==> config.mk <==
export PLATFORM = sky130hd
export DESIGN_NAME = keypad_scan_ctrl
export DESIGN_NICKNAME = d
export VERILOG_FILES = /design/src/rtl/keypad_pkg.sv /design/src/rtl/keypad_stable_cnt.sv /design/src/rtl/keypad_scan_ctrl.sv
export SDC_FILE = /design/constraint.sdc
export NUM_CORES = 1
export LEC_CHECK = 0
export ABC_AREA = 1
export BUFFER_PORTS_ARGS = -buffer_cell sky130_fd_sc_hd__buf_2
export CELL_PAD_IN_SITES_DETAIL_PLACEMENT = 0
export CELL_PAD_IN_SITES_GLOBAL_PLACEMENT = 1
export CORE_ASPECT_RATIO = 1.5
export CORE_MARGIN = 5
export CORE_UTILIZATION = 48
export CTS_BUF_LIST = sky130_fd_sc_hd__clkbuf_4 sky130_fd_sc_hd__clkbuf_8
export DETAILED_ROUTE_END_ITERATION = 10
export PLACE_DENSITY = 0.92
export SETUP_SLACK_MARGIN = 0.15
export SLEW_MARGIN = 40
export SYNTH_ARGS = -nofsm -noshare
export SYNTH_HDL_FRONTEND = slang
export SYNTH_SLANG_ARGS = --single-unit
==> constraint.sdc <==
create_clock -name clk -period 3.11 [get_ports clk]
set_input_delay 0.1555 -clock clk [delete_from_list [all_inputs] [get_ports clk]]
set_output_delay 0.1555 -clock clk [all_outputs]
set_load 0.02 [all_outputs]
==> src/rtl/keypad_pkg.sv <==
// Shared types and constants for the 4x4 matrix keypad scanner.
package keypad_pkg;

  localparam int NUM_ROWS = 4;
  localparam int NUM_COLS = 4;

  typedef enum logic [1:0] {
    SCAN     = 2'd0,
    DEBOUNCE = 2'd1,
    PRESSED  = 2'd2,
    RELEASE  = 2'd3
  } kp_state_e;

  typedef logic [7:0] keycode_t;

  localparam keycode_t KEY_NONE = 8'h00;

  // Isolates the lowest set bit, so simultaneous columns resolve to the lowest index.
  function automatic logic [NUM_COLS-1:0] lowest_onehot(input logic [NUM_COLS-1:0] v);
    lowest_onehot = v & (-v);
  endfunction

endpackage

==> src/rtl/keypad_stable_cnt.sv <==
// Saturating stability counter with synchronous clear; done marks DEB_CYC-1.
module keypad_stable_cnt
  import keypad_pkg::*;
#(
  parameter int unsigned DEB_CYC = 1024
) (
  input  logic clk,
  input  logic rst,
  input  logic clr,
  input  logic en,
  output logic done
);

  localparam int unsigned CW = $clog2(DEB_CYC);
  localparam logic [CW-1:0] LAST = CW'(DEB_CYC - 1);

  logic [CW-1:0] count_r;

  // Counts enabled cycles and parks at LAST until cleared
  always_ff @(posedge clk or posedge rst) begin
    if (rst) begin
      count_r <= {CW{1'b0}};
    end else if (clr) begin
      count_r <= {CW{1'b0}};
    end else if (en && (count_r != LAST)) begin
      count_r <= count_r + 1'b1;
    end
  end

  assign done = (count_r == LAST);

endmodule

==> src/rtl/keypad_scan_ctrl.sv <==
// 4x4 keypad scanner: row strobing, debounce FSM and one-entry event buffer.
// Define KEYPAD_REPEAT_EN to re-emit a held key every REPEAT_CYC cycles.
module keypad_scan_ctrl
  import keypad_pkg::*;
#(
  parameter int unsigned DWELL_CYC  = 16,
  parameter int unsigned DEB_CYC    = 1024,
  parameter int unsigned REPEAT_CYC = 65536
) (
  input  logic                clk,
  input  logic                rst,
  input  logic [NUM_COLS-1:0] col,
  output logic [NUM_ROWS-1:0] row,
  output logic [7:0]          key_code,
  output logic                key_valid,
  input  logic                key_ready,
  output logic                key_held,
  output logic                overrun
);

  localparam int unsigned DW = $clog2(DWELL_CYC);
  localparam logic [DW-1:0] DWELL_LAST = DW'(DWELL_CYC - 1);

  if ((DWELL_CYC < 2) || (DEB_CYC < 2) || (REPEAT_CYC < 2)) begin : g_param_check
    $error("keypad_scan_ctrl: cycle parameters must be >= 2");
  end

  kp_state_e           state_r;
  logic [NUM_ROWS-1:0] row_r;
  logic [DW-1:0]       dwell_r;
  logic [NUM_COLS-1:0] col_sel_r;
  logic                key_held_r;
  keycode_t            key_code_r;
  logic                key_valid_r;
  logic                overrun_r;

  logic                key_bit_s;
  logic                deb_done_s;
  logic                cnt_clr_s;
  logic                cnt_en_s;
  logic                press_ev_s;
  logic                rep_ev_s;
  logic                ev_s;
  logic [NUM_ROWS-1:0] next_row_s;

  assign key_bit_s  = |(col & col_sel_r);
  assign next_row_s = {row_r[NUM_ROWS-2:0], row_r[NUM_ROWS-1]};
  assign press_ev_s = (state_r == DEBOUNCE) && key_bit_s && deb_done_s;
  assign ev_s       = press_ev_s || rep_ev_s;

  // One counter serves both the press and the release stability windows
  always_comb begin
    cnt_clr_s = 1'b0;
    cnt_en_s  = 1'b0;
    case (state_r)
      SCAN:     cnt_clr_s = 1'b1;
      DEBOUNCE: cnt_en_s  = key_bit_s;
      PRESSED:  cnt_clr_s = 1'b1;
      RELEASE:  cnt_en_s  = !key_bit_s;
      default:  cnt_clr_s = 1'b1;
    endcase
  end

  keypad_stable_cnt #(.DEB_CYC(DEB_CYC)) u_stable_cnt (
    .clk  (clk),
    .rst  (rst),
    .clr  (cnt_clr_s),
    .en   (cnt_en_s),
    .done (deb_done_s)
  );

  // Scan/debounce FSM; the row and dwell counter stay frozen outside SCAN
  always_ff @(posedge clk or posedge rst) begin
    if (rst) begin
      state_r    <= SCAN;
      row_r      <= 4'b0001;
      dwell_r    <= {DW{1'b0}};
      col_sel_r  <= 4'b0000;
      key_held_r <= 1'b0;
    end else begin
      case (state_r)
        SCAN: begin
          if (dwell_r == DWELL_LAST) begin
            if (col != 4'b0000) begin
              col_sel_r <= lowest_onehot(col);
              state_r   <= DEBOUNCE;
            end else begin
              row_r   <= next_row_s;
              dwell_r <= {DW{1'b0}};
            end
          end else begin
            dwell_r <= dwell_r + 1'b1;
          end
        end
        DEBOUNCE: begin
          if (!key_bit_s) begin
            state_r <= SCAN;
            row_r   <= next_row_s;
            dwell_r <= {DW{1'b0}};
          end else if (deb_done_s) begin
            state_r    <= PRESSED;
            key_held_r <= 1'b1;
          end
        end
        PRESSED: begin
          if (!key_bit_s) begin
            state_r <= RELEASE;
          end
        end
        RELEASE: begin
          if (key_bit_s) begin
            state_r <= PRESSED;
          end else if (deb_done_s) begin
            state_r    <= SCAN;
            key_held_r <= 1'b0;
            row_r      <= next_row_s;
            dwell_r    <= {DW{1'b0}};
          end
        end
        default: begin
          state_r <= SCAN;
        end
      endcase
    end
  end

`ifdef KEYPAD_REPEAT_EN
  localparam int unsigned RW = $clog2(REPEAT_CYC);
  localparam logic [RW-1:0] REP_LAST = RW'(REPEAT_CYC - 1);

  logic [RW-1:0] rep_cnt_r;

  assign rep_ev_s = (state_r == PRESSED) && key_bit_s && (rep_cnt_r == REP_LAST);

  // Repeat timer restarts whenever PRESSED is (re)entered
  always_ff @(posedge clk or posedge rst) begin
    if (rst) begin
      rep_cnt_r <= {RW{1'b0}};
    end else if ((state_r != PRESSED) || (rep_cnt_r == REP_LAST)) begin
      rep_cnt_r <= {RW{1'b0}};
    end else begin
      rep_cnt_r <= rep_cnt_r + 1'b1;
    end
  end
`else
  assign rep_ev_s = 1'b0;
`endif

  // Single-entry output buffer; a full, unaccepted slot drops the new event
  always_ff @(posedge clk or posedge rst) begin
    if (rst) begin
      key_code_r  <= KEY_NONE;
      key_valid_r <= 1'b0;
      overrun_r   <= 1'b0;
    end else begin
      overrun_r <= 1'b0;
      if (ev_s) begin
        if (!key_valid_r || key_ready) begin
          key_code_r  <= {row_r, col_sel_r};
          key_valid_r <= 1'b1;
        end else begin
          overrun_r <= 1'b1;
        end
      end else if (key_valid_r && key_ready) begin
        key_valid_r <= 1'b0;
      end
    end
  end

  assign row       = row_r;
  assign key_code  = key_code_r;
  assign key_valid = key_valid_r;
  assign key_held  = key_held_r;
  assign overrun   = overrun_r;

endmodule
Word level (Yosys, flattened, before mapping)
Index checks and enable logic that the tools add are counted.
- add/sub/neg operators: 3
- equality and inequality tests: 19
- mux-type cells: 34
- reductions and logical operators: 22
- bitwise gates (word level): 2
- operators with widths (cell ; count):
    4-bit 2-to-1 mux ; 10
    4-bit case mux with 3 select lines ; 2
    10-bit 2-to-1 mux ; 2
    2-bit inequality test (second input constant) ; 9
    5-bit AND reduction ; 3
    2-bit 2-to-1 mux ; 7
    10-bit by 1-bit adder with 10-bit output (second input constant) ; 1
    10-bit == test (second input constant) ; 1
    1-bit 2-to-1 mux ; 10
    10-bit inequality test (second input constant) ; 1
    3-bit inequality test (second input constant) ; 3
    4-bit bitwise AND ; 2
    2-bit case mux with 4 select lines ; 1
    6-bit AND reduction ; 1
    2-bit nonzero test ; 3
    4-bit by 1-bit adder with 4-bit output (second input constant) ; 1
    2-bit == test (second input constant) ; 2
    4-bit == test (second input constant) ; 1
    1-bit logical AND ; 4
    4-bit negator ; 1
    1-bit case mux with 2 select lines ; 2
    2-bit AND reduction ; 2
    4-bit nonzero test ; 1
    4-bit OR reduction ; 1
    8 further kinds ; 9
- logic and storage cells: 89
- register bits: 35
- output and inout port bits: 15
- input port bits: 7

Logic depth before layout (Yosys ltp)
- depth after elaboration: 7
- depth in mapped cells: 10
- depth with buffers taken out: 10

By module
From an unflattened synthesis, not the netlist that was laid out.
- cells, all modules: 255
- area, all modules: 1968.1 um^2
- by module, submodules not included (module ; area each (um^2) ; sequential area each (um^2) ; instances ; cells each):
    keypad_scan_ctrl ; 1308.8 ; 626.9 ; 1 ; 163
    keypad_stable_cnt ; 659.4 ; 250.2 ; 1 ; 92

Worst setup path before layout
OpenSTA, ideal clock, no wires.
- path type: reg-to-reg
- start: reg u_stable_cnt.count_r[0]
- end: reg key_code_r[1], in the netlist key_code[1]
- data required time: 2.993 ns
- data arrival time: 1.433 ns
- clock period less this slack: 1.551 ns
- slack: 1.559 ns
- library setup time: 0.117 ns
- stages on the path, launching flop included: 10
- buffers on the path: 1
- cell sequence: dfrtp_1 -> ha_1 -> inv_2 -> nor2_8 -> nand3_4 -> nor2_8 -> nand2_4 -> buf_6 -> nand2_2 -> o21ai_2
- word-level cells in the longest chain between the ends: 3
- RTL lines (item ; line ; source):
    start, declared ; keypad_stable_cnt.sv:17 ; logic [CW-1:0] count_r;
    start signal, assigned ; keypad_stable_cnt.sv:22 ; count_r <= {CW{1'b0}};
    start signal, assigned ; keypad_stable_cnt.sv:24 ; count_r <= {CW{1'b0}};
    start signal, assigned ; keypad_stable_cnt.sv:26 ; count_r <= count_r + 1'b1;
    10-bit == test ; keypad_stable_cnt.sv:30 ; assign done = (count_r == LAST);
    1-bit logical AND ; keypad_scan_ctrl.sv:48 ; assign press_ev_s = (state_r == DEBOUNCE) && key_bit_s && deb_done_s;
    2-bit AND reduction (no source line) ; - ;
    end signal, assigned ; keypad_scan_ctrl.sv:159 ; key_code_r <= {row_r, col_sel_r};
    end, declared ; keypad_scan_ctrl.sv:33 ; keycode_t key_code_r;
No other way between the ends.
A chain may end at the register's enable or synchronous reset.

Worst setup path after layout
- start: reg state_r[0]
- end: reg u_stable_cnt.count_r[5]
- word-level cells in the longest chain between the ends: 4
- elaborated cells on any way between the ends: 10
- those cells by class: 3 x eq/ne; 3 x mux; 4 x reduce/logical
- RTL lines (item ; line ; source):
    start, declared ; keypad_scan_ctrl.sv:28 ; kp_state_e state_r;
    start signal, assigned ; keypad_scan_ctrl.sv:75 ; state_r <= SCAN;
    start signal, assigned ; keypad_scan_ctrl.sv:86 ; state_r <= DEBOUNCE;
    start signal, assigned ; keypad_scan_ctrl.sv:97 ; state_r <= SCAN;
    2-bit == test, or another cell as far along ; keypad_scan_ctrl.sv:55 ; case (state_r)
    1-bit case mux with 2 select lines or 2-bit OR reduction (tied branches) ; - ;
    1-bit logical AND or 1-bit 2-to-1 mux (tied branches) ; keypad_stable_cnt.sv:25, keypad_scan_ctrl.sv:55 ;
    2-bit nonzero test (no source line) or 10-bit 2-to-1 mux (tied branches) ; - ;
Several ways; a longest one is shown, not always the timed one.

==> flow_metrics.tcl <==
set metrics [dict create \
    status "finished clean" \
    crit_fanout 25 \
    maxCapViolations 0 \
    hold_class "input port to register" \
    cts_hold_buf 0 \
    hold_violations 0 \
    final_antenna_net_count 0 \
    cts_setup_buffers 0 \
    initialDrtViolationCount 60 \
    dp_hpwl_um 3200 \
    crit_family "simple AND/OR/NAND/NOR gates" \
    synth.most_common_cell "nand2_1" \
    cp_cell_sequence "inv_2 > nor2_2 > nand2_4 > nand2_2 > nand2_2 > nand2_1 > nand2_1 > nand2_1" \
    max_freq_mhz 496 \
    seq_area_frac_synth_pct 44.0 \
    cts_tree "built" \
    overflow 0 \
    insertedDiodeCount 0 \
    crit_required_ps 3330 \
    grt_start_max_net_pins 26 \
    hold_ws_ps 143 \
    synth_ff_type "dfrtp_1" \
    timing.slew.headroom_pct 51.1 \
    switching_power_w 0.000480 \
    wl_per_cell_um 12.8 \
    portBuffers 21 \
    worstSetupPathType "register to register" \
    antenna_found_initial 0 \
    p_sw_share_pct 37.7 \
    finalSetupViolations 0 \
    syn_area_sq_um 1990 \
    start_util_pct 49.9 \
    startpoint_type "register" \
    rsz0062_at_grt "no" \
    intPower_w 0.000794 \
    grt_pass1_vias 1612 \
    p_clk_share_pct 25.7 \
    power_density_nw_per_um2 573 \
    slowest_delay_ps 820 \
    setup_ws_ps 1090 \
    synth_area_leaders "dfrtp_1, nand2_1, nand3_1" \
    synth-seq-cells 35 \
    async_flop_share_pct 100 \
    total_power_w 0.00127 \
    grt_pass1_wl_um 7170 \
    ioPinCount 22 \
    ir_worst_vdd_uv 391 \
    worst_pin_slew_ps 733 \
    dp_slack_ps 1130 \
    timing.critical_path.mode_cell "nand2_1" \
    p_seq_share_pct 46.2 \
    yosys.area.top_type_share_pct 42.7 \
    gp_congestion 0.839 \
    clock-root-buffer "clkbuf_8" \
    synth_nets 258 \
    viasPerCell 5.18 \
    synth.distinct_cells 32 \
    htree_levels 2 \
    fin_crit_ps 2020 \
    rows 28 \
    cp-end-kind "register" \
    insertion_delay_ps 280 \
    yosysTopAreaCell "dfrtp_1" \
    drcViolationCount 0 \
    postCtsResizedCells 0 \
    critPathArrivalTime_ps 2230 \
    min_from "col[1]" \
    tns_ps 0 \
    critPathLaunch "state_r[0]$_DFFE_PP0P_" \
    skew_ps 2.33 \
    synth-edff-count 0 \
    drtPass1Iterations 4 \
    clock_path_buffers 2 \
    syn2layout_area_growth_pct 11.7 \
    die_h_um 88.9 \
    combPwrFrac_pct 28.2 \
    avgSynthCellArea_sq_um 8.00 \
    cts.reportedPaths.clkPinSlew_ps 70 \
    p_leak_nw 1.29 \
    fillers 408 \
    numCtsBuffers 5 \
    post-route-util_pct 55.7 \
    critPathBufInv 1 \
    reg2reg_from "state_r[0]$_DFFE_PP0P_" \
    routed_wl_um 4080 \
    yosys_warnings 0 \
    nNetsFinal 283 \
    layout-drive-gt1-share_pct 22.9 \
    core_sq_um 3990 \
    slowest_stage "dfrtp_1" \
    synth_common_cells "nand2_1, dfrtp_1, nand3_1, inv_1, nor2_1" \
    synthCells 249 \
    clock-sinks 35 \
    die_area_sq_um 5560 \
    die_w_um 62.6 \
    drv_slew 0 \
    finalCritPeriodShare_pct 64.9 \
    vias 1656 \
    grt_use_total_pct 16.1 \
]
-- metal layers --
metal	wire (um)	vias to the layer above	global-route usage, %
met5	0	-	0
met4	82	0	6.18
met3	129	8	2.89
met2	2170	29	30.1
met1	1700	770	18.2
li1	-	849	-
-- stage by stage --
| stage | area (sq um) | cells |
|---|---|---|
| after floorplan | 1990 | 249 |
| after global placement | 2130 | 311 |
| after detailed placement | 2130 | 311 |
| after CTS | 2220 | 319 |
| after global routing | 2230 | 320 |
| final | 2230 | 320 |
-- flip-flops by register name, summed over array words and instances (netlist names), named ones only --
register / cells
key_held: 1
col_sel_r: 4
key_valid: 1
row: 4
u_stable_cnt.count_r: 10
state_r: 1
overrun: 1
key_code: 8
dwell_r: 4
-- worst register-to-register path: stages, from the launching register on --
cell	delay [ps]
dfrtp_1	820
inv_2	180
nor2_2	200
nand2_4	110
nand2_2	140
nand2_2	170
nand2_1	190
nand2_1	80
nand2_1	60
-- kinds of logic after synthesis --
| group | after synthesis | share of synthesized area (%) |
|---|---|---|
| simple gates | 155 | 39.9 |
| flops | 35 | 44.0 |
| buf+inv | 33 | 6.97 |
| compound gates | 20 | 6.03 |
| xor+xnor | 4 | 1.76 |
| fa+ha+maj | 2 | 1.26 |
-- power groups by stage --
stage	sequential [W]	clock, W	combinational (W)
2_1_floorplan	0.000546	0	0.000345
3_5_place_dp	0.000597	0	0.000361
5_1_grt	0.000603	0.000356	0.000414
4_1_cts	0.000588	0.000337	0.000362
3_3_place_gp	0.000594	0	0.000356
6_report	0.000588	0.000327	0.000359
-- area by class of cell --
class	instances	area [sq um]	share of cell area, %
tap	45	56.3	2.53
timing repair buffer	23	123	5.51
multi-input combinational	181	976	43.8
inverter	28	105	4.72
sequential	35	877	39.4
clock buffer	7	83.8	3.77
clock inverter	1	5.00	0.225
-- layout by cell type (no fill, tap or decap), types with 2 or more instances in the layout --
cell,Yosys,routed
nor2_8,3,3
clkbuf_8,0,5
ha_1,2,2
dfrtp_1,34,34
nor2_2,2,2
xor2_1,4,4
nand4_1,9,9
nand2_4,4,4
inv_1,21,20
nand2_2,7,7
nand3_4,2,2
nand3_1,28,28
nor2_1,14,14
nand2_1,78,78
o21ai_1,8,8
clkbuf_4,0,2
buf_2,0,21
nor3_1,3,3
nor2_4,2,2
a21oi_1,3,3
inv_2,7,8
o21ai_2,3,3
o21ai_0,2,2
-- worst paths after layout --
kind / end / slack, ps / cells after the start
max: u_stable_cnt.count_r[5]$_DFFE_PP0P_ / 1090 / 8
min: col_sel_r[1]$_DFFE_PP0P_ / 140 / 3
max reg2reg: u_stable_cnt.count_r[5]$_DFFE_PP0P_ / 1090 / 8
min reg2reg: key_code[0]$_DFFE_PP0P_ / 470 / 2
max in group asynchronous: row[0]$_DFFE_PP1P_ / 2040 / 4
min in group asynchronous: key_code[0]$_DFFE_PP0P_ / 430 / 3
Power figures use the tool's default switching activity.
